**src/rtl/poly_music_processor.sv**
```systemverilog
// Polyphonic square-wave sequencer: plays a register-file sequence of steps,
// each holding a duration in milliseconds and one half-period per voice, and
// mixes the voices into a single speaker bit with a first-order sigma-delta.
module poly_music_processor #(
   parameter int N_VOICES = 2,
   parameter int DEPTH    = 16,
   parameter int PW       = 12,
   localparam int AW      = $clog2(DEPTH),
   localparam int DW      = 8 + N_VOICES * PW,
   localparam int ACCW    = $clog2(N_VOICES + 1) + 1
) (
   input  logic                clk,
   input  logic                rst,
   input  logic [15:0]         ticks_per_milli,
   input  logic                start,
   input  logic                stop,
   input  logic                loop_en,
   input  logic                wr_en,
   input  logic [AW-1:0]       wr_addr,
   input  logic [DW-1:0]       wr_data,
   output logic [N_VOICES-1:0] voice,
   output logic                sound,
   output logic [7:0]          led
);

   localparam logic [1:0] S_IDLE = 2'd0;
   localparam logic [1:0] S_PLAY = 2'd1;
   localparam logic [1:0] S_DONE = 2'd2;

   localparam logic [AW-1:0] LAST_IDX = AW'(DEPTH - 1);

   // Sequence storage; deliberately outside the reset domain so a reset
   // does not lose the programmed tune.
   logic [DW-1:0]   mem [DEPTH];

   logic [1:0]      state;
   logic [1:0]      nxt_state;
   logic [AW-1:0]   step_idx;
   logic [AW-1:0]   nxt_addr;
   logic [AW-1:0]   load_addr;
   logic            do_load;
   logic            start_go;
   logic            step_end;
   logic            ms_tick;
   logic            is_last;
   logic [7:0]      cur_dur;
   logic [7:0]      ms_cnt;
   logic [7:0]      nxt_dur;
   logic [7:0]      first_dur;
   logic [15:0]     presc;
   logic [15:0]     t_last;
   logic [PW-1:0]   cur_half [N_VOICES];
   logic [PW-1:0]   vcnt     [N_VOICES];
   logic [DW-1:0]   ld_entry;
   logic [ACCW-1:0] acc;
   logic [ACCW-1:0] pop;
   logic [ACCW-1:0] acc_sum;

   // Sequence memory write port, usable in every state.
   always_ff @(posedge clk) begin
      if (wr_en) mem[wr_addr] <= wr_data;
   end

   // Millisecond tick, end-of-step detection and look-ahead at the next entry.
   // A zero ticks_per_milli behaves as one; ">=" keeps the prescaler bounded
   // if the rate is lowered while it is mid-count.
   always_comb begin
      t_last    = (ticks_per_milli == 16'd0) ? 16'd0 : ticks_per_milli - 16'd1;
      ms_tick   = (presc >= t_last);
      step_end  = ms_tick && (({1'b0, ms_cnt} + 9'd1) == {1'b0, cur_dur});
      nxt_addr  = step_idx + AW'(1);
      is_last   = (step_idx == LAST_IDX);
      nxt_dur   = mem[nxt_addr][DW-1 -: 8];
      first_dur = mem[0][DW-1 -: 8];
      start_go  = start && !stop;
   end

   // Next-state and step-load decision; a zero-duration entry is a
   // terminator and is never loaded.
   always_comb begin
      nxt_state = state;
      do_load   = 1'b0;
      load_addr = '0;
      case (state)
         S_IDLE, S_DONE: begin
            if (start_go) begin
               if (first_dur != 8'd0) begin
                  nxt_state = S_PLAY;
                  do_load   = 1'b1;
               end else begin
                  nxt_state = S_DONE;
               end
            end
         end
         S_PLAY: begin
            if (stop) begin
               nxt_state = S_IDLE;
            end else if (step_end) begin
               if (!is_last && (nxt_dur != 8'd0)) begin
                  do_load   = 1'b1;
                  load_addr = nxt_addr;
               end else if (loop_en && (first_dur != 8'd0)) begin
                  do_load   = 1'b1;
               end else begin
                  nxt_state = S_DONE;
               end
            end
         end
         default: nxt_state = S_IDLE;
      endcase
      ld_entry = mem[load_addr];
   end

   // State, step registers, prescaler, ms counter and voice generators.
   always_ff @(posedge clk or posedge rst) begin
      if (rst) begin
         state    <= S_IDLE;
         step_idx <= '0;
         cur_dur  <= '0;
         presc    <= '0;
         ms_cnt   <= '0;
         voice    <= '0;
         for (int v = 0; v < N_VOICES; v++) begin
            cur_half[v] <= '0;
            vcnt[v]     <= '0;
         end
      end else begin
         state <= nxt_state;
         if (do_load) begin
            step_idx <= load_addr;
            cur_dur  <= ld_entry[DW-1 -: 8];
            presc    <= '0;
            ms_cnt   <= '0;
            voice    <= '0;
            for (int v = 0; v < N_VOICES; v++) begin
               cur_half[v] <= ld_entry[v*PW +: PW];
               vcnt[v]     <= '0;
            end
         end else if (nxt_state == S_PLAY) begin
            presc <= ms_tick ? 16'd0 : presc + 16'd1;
            if (ms_tick) ms_cnt <= ms_cnt + 8'd1;
            for (int v = 0; v < N_VOICES; v++) begin
               if (cur_half[v] == '0) begin
                  voice[v] <= 1'b0;
                  vcnt[v]  <= '0;
               end else if (vcnt[v] >= cur_half[v] - PW'(1)) begin
                  voice[v] <= ~voice[v];
                  vcnt[v]  <= '0;
               end else begin
                  vcnt[v]  <= vcnt[v] + PW'(1);
               end
            end
         end else begin
            presc  <= '0;
            ms_cnt <= '0;
            voice  <= '0;
            for (int v = 0; v < N_VOICES; v++) vcnt[v] <= '0;
            // DONE keeps the last index; IDLE and an empty-sequence start show 0.
            if ((nxt_state == S_IDLE) || ((state != S_PLAY) && start_go))
               step_idx <= '0;
         end
      end
   end

   // Number of voices currently high, added into the sigma-delta accumulator.
   always_comb begin
      pop = '0;
      for (int v = 0; v < N_VOICES; v++) pop = pop + ACCW'(voice[v]);
      acc_sum = acc + pop;
   end

   // Sigma-delta mixer; silent and cleared whenever playback is not continuing.
   always_ff @(posedge clk or posedge rst) begin
      if (rst) begin
         acc   <= '0;
         sound <= 1'b0;
      end else if ((state == S_PLAY) && (nxt_state == S_PLAY)) begin
         if (acc_sum >= ACCW'(N_VOICES)) begin
            sound <= 1'b1;
            acc   <= acc_sum - ACCW'(N_VOICES);
         end else begin
            sound <= 1'b0;
            acc   <= acc_sum;
         end
      end else begin
         acc   <= '0;
         sound <= 1'b0;
      end
   end

   // Status LEDs: step index, done and busy flags.
   always_comb begin
      led             = 8'd0;
      led[AW-1:0]     = step_idx;
      led[6]          = (state == S_DONE);
      led[7]          = (state == S_PLAY);
   end

endmodule

```
**config.mk**
```make
export PLATFORM = sky130hd
export DESIGN_NAME = poly_music_processor
export DESIGN_NICKNAME = d
export VERILOG_FILES = /design/src/rtl/poly_music_processor.sv
export SDC_FILE = /design/constraint.sdc
export NUM_CORES = 1
export LEC_CHECK = 0
export CAP_MARGIN = 10
export CORE_ASPECT_RATIO = 1.25
export CORE_MARGIN = 2
export CORE_UTILIZATION = 60
export CTS_BUF_LIST = sky130_fd_sc_hd__clkbuf_2 sky130_fd_sc_hd__clkbuf_4 sky130_fd_sc_hd__clkbuf_8
export DETAILED_ROUTE_END_ITERATION = 7
export PLACE_DENSITY_LB_ADDON = 0.3
export SLEW_MARGIN = 20
export SYNTH_ARGS = -nofsm -noshare
export SYNTH_HDL_FRONTEND = slang
export SYNTH_SLANG_ARGS = --single-unit
export TNS_END_PERCENT = 30
```
**constraint.sdc**
```tcl
create_clock -name clk -period 9.3 [get_ports clk]
set_input_delay 1.395 -clock clk [delete_from_list [all_inputs] [get_ports clk]]
set_output_delay 1.395 -clock clk [all_outputs]
set_load 0.005 [all_outputs]
```
### Word-level counts from Yosys, hierarchy flattened

Memories as Yosys holds them, arrays and structs flattened. A register that Yosys moved wholly into a read port is not among the register bits.
Cells that the tools add are included.

* flip-flop bits (word level): 60
* RAM bits: 512
* bits of input ports: 58
* memories kept: 1

* add/sub/neg operators: 12
* order comparisons: 4
* equal/unequal tests: 10
* multiplexer cells: 46
* bitwise operators: 2
* reduce and logical (&&, ||, !) cells: 19

Memory list
* mem: depth 16, bits a word 32, read ports 3, clocked after Yosys merged registers in 1, write ports 1, line 34 `logic [DW-1:0] mem [DEPTH];`

Operators by type and width (count)
* 2-to-1 mux 16 bit: 4
* 2-to-1 mux 12 bit: 4
* 2-to-1 mux 24 bit: 2
* 2-to-1 mux 4 bit: 7
* adder 12 x 1 -> 12 bit, second input constant: 2
* greater-or-equal comparator 12 bit: 2
* zero test 12 bit: 2
* 2-to-1 mux 8 bit: 3
* subtractor 12 x 1 -> 12 bit, second input constant: 2
* adder 16 x 1 -> 16 bit, second input constant: 1
* greater-or-equal comparator 16 bit: 1
* zero test 16 bit: 1
* 2-to-1 mux 2 bit: 8
* nonzero test 8 bit: 2
* subtractor 16 x 1 -> 16 bit, second input constant: 1
* 2-to-1 mux 1 bit: 14
* adder 8 x 1 -> 9 bit, second input constant: 1
* equality test 9 x 8 -> 1 bit: 1
* adder 8 x 1 -> 8 bit, second input constant: 1
* inequality test 4 x 2 -> 1 bit, second input constant: 2
* logical AND 1 bit: 6
* 2-to-1 mux 3 bit: 2
* adder 4 x 1 -> 4 bit, second input constant: 1
* equality test 2 x 1 -> 1 bit, second input constant: 2
* other kinds (18): 21

### Longest topological paths before layout

Gate-level depths: netlist of run 1.
An unclocked memory read counts as a cell.

* word-level depth: 13
* depth in mapped cells: 22
* mapped depth without buffers: 18

### Worst setup path after synthesis of run 1

OpenSTA, ideal clock, no wires.

* path type: input -> register
* start: input port ticks_per_milli[6]
* end: register cur_dur[1] (read register of mem)
* data arrival time: 5.637 ns
* data required time: 9.164 ns
* setup slack: 3.527 ns
* cell stages on the path: 19
* path buffers: 4
* cells stage by stage: or4_1 -> or4_1 -> or3_1 -> nor3_1 -> a21oi_1 -> ha_1 -> nand2_1 -> o21a_1 -> a21boi_0 -> a41o_1 -> clkbuf_1 -> or4_1 -> buf_2 -> nor3_4 -> nand3_2 -> buf_2 -> buf_2 -> o221ai_1 -> nand4_1

* cells in the longest elaborated chain, start to end: 7
* elaborated cells between the ends (all ways): 11
* those cells by class: add/sub (1); order compare (1); mux (7); reduce/logical (2)

RTL lines
* start: declaration: line 14 `input logic [15:0] ticks_per_milli,`
* subtractor 16 x 1 -> 16 bit / zero test 16 bit (equally long branches): line 68 `t_last = (ticks_per_milli == 16'd0) ? 16'd0 : ticks_per_milli - 16'd1;`
* 2-to-1 mux 16 bit *: line 68
* greater-or-equal comparator 16 bit *: line 69 `ms_tick = (presc >= t_last);`
* logical AND 1 bit *: line 70 `step_end = ms_tick && (({1'b0, ms_cnt} + 9'd1) == {1'b0, cur_dur});`
* 2-to-1 mux 1 bit / 2-to-1 mux 4 bit (equally long branches): line 98 `end else if (step_end) begin`
* 2-to-1 mux 1 bit / 2-to-1 mux 4 bit (equally long branches): line 96 `if (stop) begin`
* case mux 1 bit (2 select lines) / 2-to-1 mux 4 bit (equally long branches): line 84 `case (state)`
* end: declaration: line 46 `logic [7:0] cur_dur;`

Every way passes the cells marked *; elsewhere a longest branch is shown, timed or not.
A chain may end at the register's enable or synchronous reset.

### Worst setup path after layout of run 1

* start: input port ticks_per_milli[6]
* end: register cur_half[7] in the netlist's numbering (read register of mem)

* cells in the longest elaborated chain, start to end: 7
* elaborated cells between the ends (all ways): 11
* those cells by class: add/sub (1); order compare (1); mux (7); reduce/logical (2)

RTL lines
* subtractor 16 x 1 -> 16 bit / zero test 16 bit (equally long branches): line 68
* 2-to-1 mux 16 bit *: line 68
* greater-or-equal comparator 16 bit *: line 69
* logical AND 1 bit *: line 70
* 2-to-1 mux 1 bit / 2-to-1 mux 4 bit (equally long branches): line 98
* 2-to-1 mux 1 bit / 2-to-1 mux 4 bit (equally long branches): line 96
* case mux 1 bit (2 select lines) / 2-to-1 mux 4 bit (equally long branches): line 84
* end: declaration: line 52 `logic [PW-1:0] cur_half [N_VOICES];`

Marked as above.

==> run metrics, run 1 <==
Yosys top cell by area=edfxtp_1; first-pass GRT wire length=94,700 um; core area=42,900 um^2; clock network fraction of design power=40.3%; Final Slew Violations=0; Mapped Cells=1,781; CTS tree=done; post-synth cell types=78; P_int=0.00442 W; maximum vdd ir drop=0.000168 V; Die H=236 um; Post-CTS Resized=0; sequential share of power=54.6%; RSZ-0062 raised after global routing=false; H-tree lvl count=3; die area=44,800 um^2; class of the worst hold path=reg -> reg; # setup viols final=0; final std cells w/o fill=2,537; Worst-path clk slew=0.07 ns; status=completed; reg2reg setup slack=3.07 ns; Post-synth EDFFs=512; WS Path Type=in -> reg; CTS Root Buffer Type=clkbuf_8; initial antenna violation count=2; DR iter-0 viols=1,721; CP most frequent cell=or4_1; Layout area overhead=13.2%; area post-placement=27,400 um^2; Die W=190 um; vias per cell=6.37; Logic pwr share=5.2%; Net Sw Frac=21.6%; TritonCTS buffer count=89; Seq cells post-synth=604; clk sinks=604; PwrDens=192 nW/um^2; CP required=9.88 ns; Synth top area share=59.4%; clock skew=0.0227 ns; Syn. warnings=0; Worst-Skew Late Latency=0.65 ns; Primary FF master, synth=edfxtp_1; pin count of the biggest net entering global routing=66; gr usage total=28.2%; Total Nets Final=2,006; commonest non-fill, non-tap cell in the layout=edfxtp_1; drc violations=0; Crit path max-delay family=simple AND/OR/NAND/NOR gates; GRT overflow=0; Max Cap Viol=0; Hold Fails Final Rpt=0; Max Fclk=142 MHz; Seq/Total Area, Yosys=68.3%; syn avg cell area=14.5 um^2; FILL cells=2,848; Min Clock Period, post-route=7.07 ns; CTS Hold Buffers Added=0; CP Cell Sequence=clkdlybuf4s50_1, or4_1, or4_1, or3_1, nor3_1, a21oi_1, ha_1, nand2_1, o21a_1, a21boi_0, a41o_1, or4_1, a22o_1, nand2b_2, a2111oi_0, o21ai_0, nand3_1; share of cells above drive strength 1=15.8%; placed insts=2,371; Wirelength per Cell=24.4 um; fin area=29,300 um^2; total power=0.00563 W; leading cell types in the layout, fill and taps excluded=edfxtp_1 (512), nor2_1 (152), nand2_1 (121); Slowest-stage cell, CP=nand2b_2; GP Congestion=0.893; crit path capture type=register; CP Launch Type=primary input; Synth Cell Area=25,900 um^2; Worst Tran Pin Value=1.12 ns; post-CTS setup buffer count=0; leakage=9.84 nW; largest cells by area after synthesis=edfxtp_1 (59%), dfrtp_1 (8.9%), mux2i_1 (2.5%); CP max stage delay=0.77 ns; WHS=0.489 ns; Setup TNS=0 ns; Routed WL=62,000 um; Max clock buf depth=3; CP arrival=7.65 ns; initial core utilization=60.4%; # rows=85; DR pass1 iterations=6; I/O Buffers=66; vias in the first global route=16.7k; period utilisation layout=76.0%; NetSw=0.00122 W; Routed Antenna Nets=0; Vias=16.2k; CP max FO=27; worst relative slew slack=25.2%; fraction of registers with async set/reset=15.2%; I/O pin count=69; DP Wirelength=37,100 um; Critical path buffers and inverters=1
per-stage QoR:
stage	setup slack, ns	util [%]
after floorplan	3.53	-
after global placement	1.96	63.7
after detailed placement	1.74	63.8
after CTS	2.34	68.4
after global routing	1.86	68.4
final	2.23	68.4
kinds of logic after synthesis:
logic type,after synthesis,synth area share [%]
flops,604,68.3
mux,142,6.99
fa+ha+maj,51,2.49
compound gates,274,7.91
buf+inv,98,1.61
xor+xnor,86,2.96
other cells,1,0.0145
simple gates,525,9.72
flip-flops by register name, summed over array words and instances (netlist names), 3 cells and up:
register and count:
acc 3, cur_dur 8, cur_half 24, mem 512, ms_cnt 8, presc 16, step_idx 4, vcnt 24
metal layers:
metal  part of all wire (%)  track usage, %  vias up
met1                     37            36.5     8028
met5                  0.018               0        -
met2                     50            47.7      865
met4                    3.3            11.3        2
met3                    9.2            4.84      164
li1                       -               -     7113
path summary, 6_finish.rpt:
path / start / end / depth (start not counted)
max in group asynchronous: rst / step_idx[0]$_DFFE_PP0P_ / 3
worst max-delay path: ticks_per_milli[6] / cur_half[7]$_DFFE_PP0P_ / 17
worst min-delay path: mem[2][14]$_DFFE_PP_ / cur_half[2]$_DFFE_PP0P_ / 2
worst min register to register: mem[2][14]$_DFFE_PP_ / cur_half[2]$_DFFE_PP0P_ / 2
worst max register to register: step_idx[0]$_DFFE_PP0P_ / cur_half[7]$_DFFE_PP0P_ / 12
min in group asynchronous: rst / vcnt[2]$_DFF_PP0_ / 2
final cells by class:
| cell class | instances | area, um^2 | share of cell area [%] |
|---|---|---|---|
| flip-flops and latches | 604 | 17700 | 60.3 |
| multi-input cells | 1080 | 7950 | 27.1 |
| clock buffers | 135 | 1660 | 5.66 |
| repair buffers | 102 | 951 | 3.24 |
| well taps | 565 | 707 | 2.41 |
| clock inverters | 30 | 282 | 0.961 |
| inverters | 20 | 77.6 | 0.265 |
| diodes | 1 | 2.50 | 0.00854 |
tightest hold or removal path: cells and delay by family, from the launching register on:
| family | cells | cell delay [ns] |
|---|---|---|
| flip-flops | 1 | 0.32 |
| AO/OA/AOI/OAI | 1 | 0.06 |
| AND/OR/NAND/NOR | 1 | 0.07 |
synth_stat cells, types with 5 or more instances:
master     number
a2111oi_0      13
a2111oi_4       8
a211oi_1       30
a21o_1          6
a21oi_1        39
a22oi_1         6
and2_1          6
and3_1         21
buf_1           9
buf_2          18
buf_4           5
clkbuf_1       45
dfrtp_1        92
edfxtp_1      512
ha_1           50
inv_1          18
mux2_2         51
mux2i_1        65
mux4_2         26
nand2_1       121
nand2b_1       13
nand3_1        64
nand4_1         7
nor2_1        164
nor2b_1         6
nor3_1         51
nor4_1         27
o211ai_1       15
o21a_1          5
o21ai_0        45
o21ai_1        11
o221ai_1       20
o22ai_1        29
o2bb2ai_1       9
or3_1           7
or4_1          11
xnor2_1        43
xor2_1         42
power by group through the flow:
stage               clock [W]  sequential (W)  combinational (W)
detailed placement          0         0.00313           0.000288
floorplan                   0         0.00311           0.000172
CTS                   0.00230         0.00307           0.000291
finish                0.00227         0.00307           0.000290
global placement            0         0.00312           0.000274
global route          0.00242         0.00308           0.000325
(Power assumes the default switching activity.)
==> run 2: changes to the inputs <==
clock period = 6.8 ns   (was 9.3 ns; I/O delays follow)
==> run 2 against run 1 <==
Largest power group unchanged. Clock skew increased by 0.014 ns. Flip-flop and latch count unchanged. Cell count increased by 0.79%. Wire length about the same.
==> run metrics, run 2 (synthesis gave the netlist of run 1 again) <==
die area=44,800 um^2; largest registers=mem (512), cur_half (24), vcnt (24); final worst setup slack=1.13 ns; CTS Root Buffer Type=clkbuf_8; CP arrival=6.27 ns; Layout area overhead=13.7%; Worst Tran Pin Value=0.884 ns; Max Cap Viol=0; Top reg by flops=mem; vias per cell=6.35; met1 global-route usage=36.7%; HP Start=mem[2][23]$_DFFE_PP_; Total Nets Final=2,022; CP max FO=37; GR met3 Demand/Resource=5.33%; Critical path buffers and inverters=2; Die H=236 um; core area=42,900 um^2; Max clock buf depth=3; max reg flops=512; maximum vdd ir drop=0.000229 V; CTS tree=done; met2 usage in global routing=46.6%; Routed Antenna Nets=0; PwrDens=263 nW/um^2; I/O pin count=69; FILL cells=2,844; Top Usage Layer GRT=met2; Routed WL=61,900 um; total power=0.00773 W; Worst Setup SP=ticks_per_milli[6]; worst r2r src=step_idx[0]$_DFFE_PP0P_; Final Slew Violations=0; first-pass GRT wire length=94,100 um; initial antenna violation count=2; # rows=85; Hold Fails Final Rpt=0; initial core utilization=60.4%; GRT overflow=0; DP Wirelength=37,300 um; Die W=190 um; commonest non-fill, non-tap cell in the layout=edfxtp_1; clock skew=0.0367 ns; status=completed; Crit path max-delay family=simple AND/OR/NAND/NOR gates; drc violations=0; DR iter-0 viols=1,519; Worst-path clk slew=0.07 ns; Vias=16.2k; DR pass1 iterations=5; Wirelength per Cell=24.2 um; I/O Buffers=66; clk sinks=604; gr usage total=28.2%; pre-CTS WS=0.490 ns; Worst-Skew Late Latency=0.69 ns; post-CTS setup buffer count=0; Max Fclk=176 MHz; CTS Hold Buffers Added=0; period utilisation layout=83.4%; Post-CTS Resized=0; TritonCTS buffer count=91; CP Cell Sequence=clkdlybuf4s50_1, or4_1, nor3_1, and4_1, nand2_1, nand2_1, ha_1, a2111oi_0, nor3_1, nand2_1, a41o_1, or4_1, a22o_1, buf_4, nand2_1, or3b_1, nor2_1; Setup TNS=0 ns; worst relative slew slack=40.9%; H-tree lvl count=3; leading cell types in the layout, fill and taps excluded=edfxtp_1 (512), nor2_1 (152), nand2_1 (120); CP required=7.40 ns; crit path capture type=register; class of the worst hold path=reg -> reg; Slowest-stage cell, CP=or4_1; # setup viols final=0; pin count of the biggest net entering global routing=63; RSZ-0062 raised after global routing=false; placed insts=2,385; WS Path Type=in -> reg; CP Launch Type=primary input; final std cells w/o fill=2,557; CP most frequent cell=nand2_1; vias in the first global route=16.4k; GP Congestion=0.979; Min Clock Period, post-route=5.67 ns; share of cells above drive strength 1=16.4%; leakage=9.91 nW; CP max stage delay=0.62 ns
run 2: changes by cell type in the layout (fill, tap and decap cells not counted), moves of 2 or more:
cell	before	now
clkinv_1	15	19
buf_12	0	2
inv_6	3	0
buf_4	35	48
clkinv_2	6	10
run 2: worst paths after layout:
| path | to | slack [ns] | depth (start not counted) |
|---|---|---|---|
| worst min-delay path | cur_half[11]$_DFFE_PP0P_ | 0.48 | 2 |
| min in group asynchronous | vcnt[0]$_DFF_PP0_ | 0.88 | 2 |
| max in group asynchronous | vcnt[15]$_DFF_PP0_ | 4.90 | 3 |
| worst max-delay path | vcnt[20]$_DFF_PP0_ | 1.13 | 17 |
| worst max register to register | vcnt[20]$_DFF_PP0_ | 1.60 | 12 |
| worst min register to register | cur_half[11]$_DFFE_PP0P_ | 0.48 | 2 |
run 2: per-layer routing:
layer | vias up | share of wire, %
met5 | - | 0.019
met4 | 2 | 3.3
met3 | 142 | 9.3
met2 | 796 | 50
met1 | 8134 | 38
li1 | 7154 | -
run 2: layout make-up:
cell class                      instances  area [um^2]  share of cell area [%]
Timing Repair Buffer                  116         1060                    3.61
Multi-Input combinational cell       1080         7940                    27.0
Antenna cell                            2         5.00                  0.0170
Clock buffer                          133         1640                    5.56
Inverter                               20         77.6                   0.264
Clock inverter                         37          325                    1.11
Sequential cell                       604        17700                    60.1
Tap cell                              565          707                    2.40
run 2: metrics by stage:
stage | util [%] | hold WS (ns) | area (um^2)
3_5_place_dp | 64.1 | 0.471 | 27500
2_1_floorplan | - | 0.460 | 25900
5_1_grt | 68.7 | 0.510 | 29400
3_3_place_gp | 64.1 | 0.471 | 27500
4_1_cts | 68.7 | 0.484 | 29400
6_report | 68.7 | 0.485 | 29400
run 2: power breakdown:
group	total (W)	switching, W	internal, W
sequential	0.00421	0.0000789	0.00413
clock	0.00313	0.00135	0.00178
combinational	0.000395	0.000237	0.000159
run 2: tightest hold or removal path, delay by kind of cell (launching register included):
family / cells / cell delay (ns)
AO/OA/AOI/OAI: 1 / 0.07
flip-flops: 1 / 0.32
AND/OR/NAND/NOR: 1 / 0.07
==> run 3: changes to the inputs <==
clock period = 5.6 ns   (was 6.8 ns; I/O delays follow)
==> run 3 against run 2 <==
Worst setup slack lost 0.80 ns. Clock-buffer cell count shrank 10. Highest routed layer is now met4. Largest cell class unchanged. Clock power grew 18%. Largest power group unchanged. Sequential power grew 21%. Die area is the same.
==> run metrics, run 3 (synthesis gave the netlist of run 1 again) <==
Max Cap Viol=0; Post-CTS Resized=0; Total Nets Final=2,084; leading cell types in the layout, fill and taps excluded=edfxtp_1 (512), nor2_1 (152), nand2_1 (121); CTS Root Buffer Type=clkbuf_8; vias in the first global route=17.2k; PwrDens=310 nW/um^2; GP Congestion=0.985; Core Util, Final=70.0%; antenna cells=0; Wirelength per Cell=24.7 um; die area=44,800 um^2; I/O Buffers=66; share of cells above drive strength 1=18.9%; gr usage total=29.3%; # rows=85; period utilisation layout=94.1%; Hold Fails Final Rpt=0; final worst setup slack=0.329 ns; CP max FO=14; RSZ-0062 raised after global routing=false; Worst Setup SP=ticks_per_milli[6]; core area=42,900 um^2; Worst Tran Pin Value=1.01 ns; commonest non-fill, non-tap cell in the layout=edfxtp_1; TritonCTS buffer count=88; GRT overflow=0; status=completed; Max Fclk=190 MHz; class of the worst hold path=reg -> reg; Die W=190 um; DP Wirelength=41,000 um; H-tree lvl count=3; clk sinks=604; CP arrival=5.81 ns; Die H=236 um; worst relative slew slack=33.0%; Top reg by flops=mem; Worst-Skew Late Latency=0.69 ns; clock skew=0.0229 ns; Worst-path clk slew=0.07 ns; pin count of the biggest net entering global routing=69; crit path capture type=register; CP Launch Type=primary input; largest registers=mem (512), cur_half (24), vcnt (24); WS Path Type=in -> reg; first-pass GRT wire length=97,800 um; initial core utilization=60.4%; worst r2r src=step_idx[1]$_DFFE_PP0P_; Routed Antenna Nets=0; drc violations=0; DR pass1 iterations=6; I/O pin count=69; HP Start=mem[2][10]$_DFFE_PP_; max reg flops=512; CTS tree=done; post-CTS setup buffer count=0; CP required=6.14 ns; maximum vdd ir drop=0.000220 V; DR iter-0 viols=1,765; initial antenna violation count=0; Layout area overhead=16.0%; Routed WL=64,400 um; Final Slew Violations=0; WHS=0.486 ns; CTS Hold Buffers Added=0; # setup viols final=0; Vias=16.6k; Min Clock Period, post-route=5.27 ns; Max clock buf depth=3; pre-CTS WS=-0.269 ns; vias per cell=6.35; leakage=10.3 nW
==> run 3: changes by cell type in the layout (fill, tap and decap cells not counted), moves of 2 or more <==
cell,change
buf_16,+2
diode_2,-2
clkbuf_8,-4
clkinv_2,+3
clkinv_1,-5
buf_12,+14
clkbuf_4,-6
inv_8,+2
buf_4,+49
clkinvlp_4,+2
==> run 3: final cells by class <==
class,count,area (um^2)
Inverter,20,77.6
Clock buffer,123,1540
Clock inverter,37,320
Tap cell,565,707
Sequential cell,604,17700
Timing Repair Buffer,181,1760
Fill cell,2777,12800
Multi-Input combinational cell,1080,7930
==> run 3: path summary, 6_finish.rpt <==
path,to,slack (ns),depth (start not counted)
worst max-delay path,cur_dur[7]$_DFFE_PP0P_,0.33,19
worst min-delay path,cur_half[22]$_DFFE_PP0P_,0.49,2
worst max register to register,cur_dur[7]$_DFFE_PP0P_,1.23,12
worst min register to register,cur_half[22]$_DFFE_PP0P_,0.49,2
max in group asynchronous,cur_half[17]$_DFFE_PP0P_,3.98,3
min in group asynchronous,presc[12]$_DFF_PP0_,0.72,2
==> run 3: through the flow <==
step / cell area, um^2 / power [W] / setup TNS, ns / instances
5_1_grt: 30000 / 0.00961 / 0 / 2610
3_5_place_dp: 28100 / 0.00572 / -7.95 / 2449
4_1_cts: 30000 / 0.00936 / 0 / 2609
6_report: 30000 / 0.00932 / 0 / 2610
2_1_floorplan: 25900 / 0.00544 / 0 / 1782
3_3_place_gp: 28100 / 0.00568 / -2.59 / 2447
==> run 3: metal layers <==
layer	track usage, %	share of wire, %
met2	49.6	50
met3	4.75	8.3
met1	37.7	38
met5	0	0
met4	12.5	3.5
==> run 3: critical path: stages <==
cell             delay, ns
clkdlybuf4s50_1       0.42
or4_1                 0.55
buf_4                 0.16
nor3_1                0.29
and4_1                0.32
nand2_1               0.24
nand2_1               0.17
ha_1                  0.21
o21ai_0               0.10
o21ai_0               0.17
a21boi_0              0.15
a41o_1                0.27
buf_4                 0.17
nor4_2                0.30
buf_4                 0.19
nand3_1               0.19
buf_4                 0.32
a2111oi_0             0.60
o211ai_1              0.14
==> run 3: power by group <==
group | switching, W | internal, W | total (W)
Combinational | 0.000298 | 0.000219 | 0.000517
Sequential | 0.0000981 | 0.00501 | 0.00511
Clock | 0.00168 | 0.00201 | 0.00369
Total | 0.00207 | 0.00724 | 0.00932
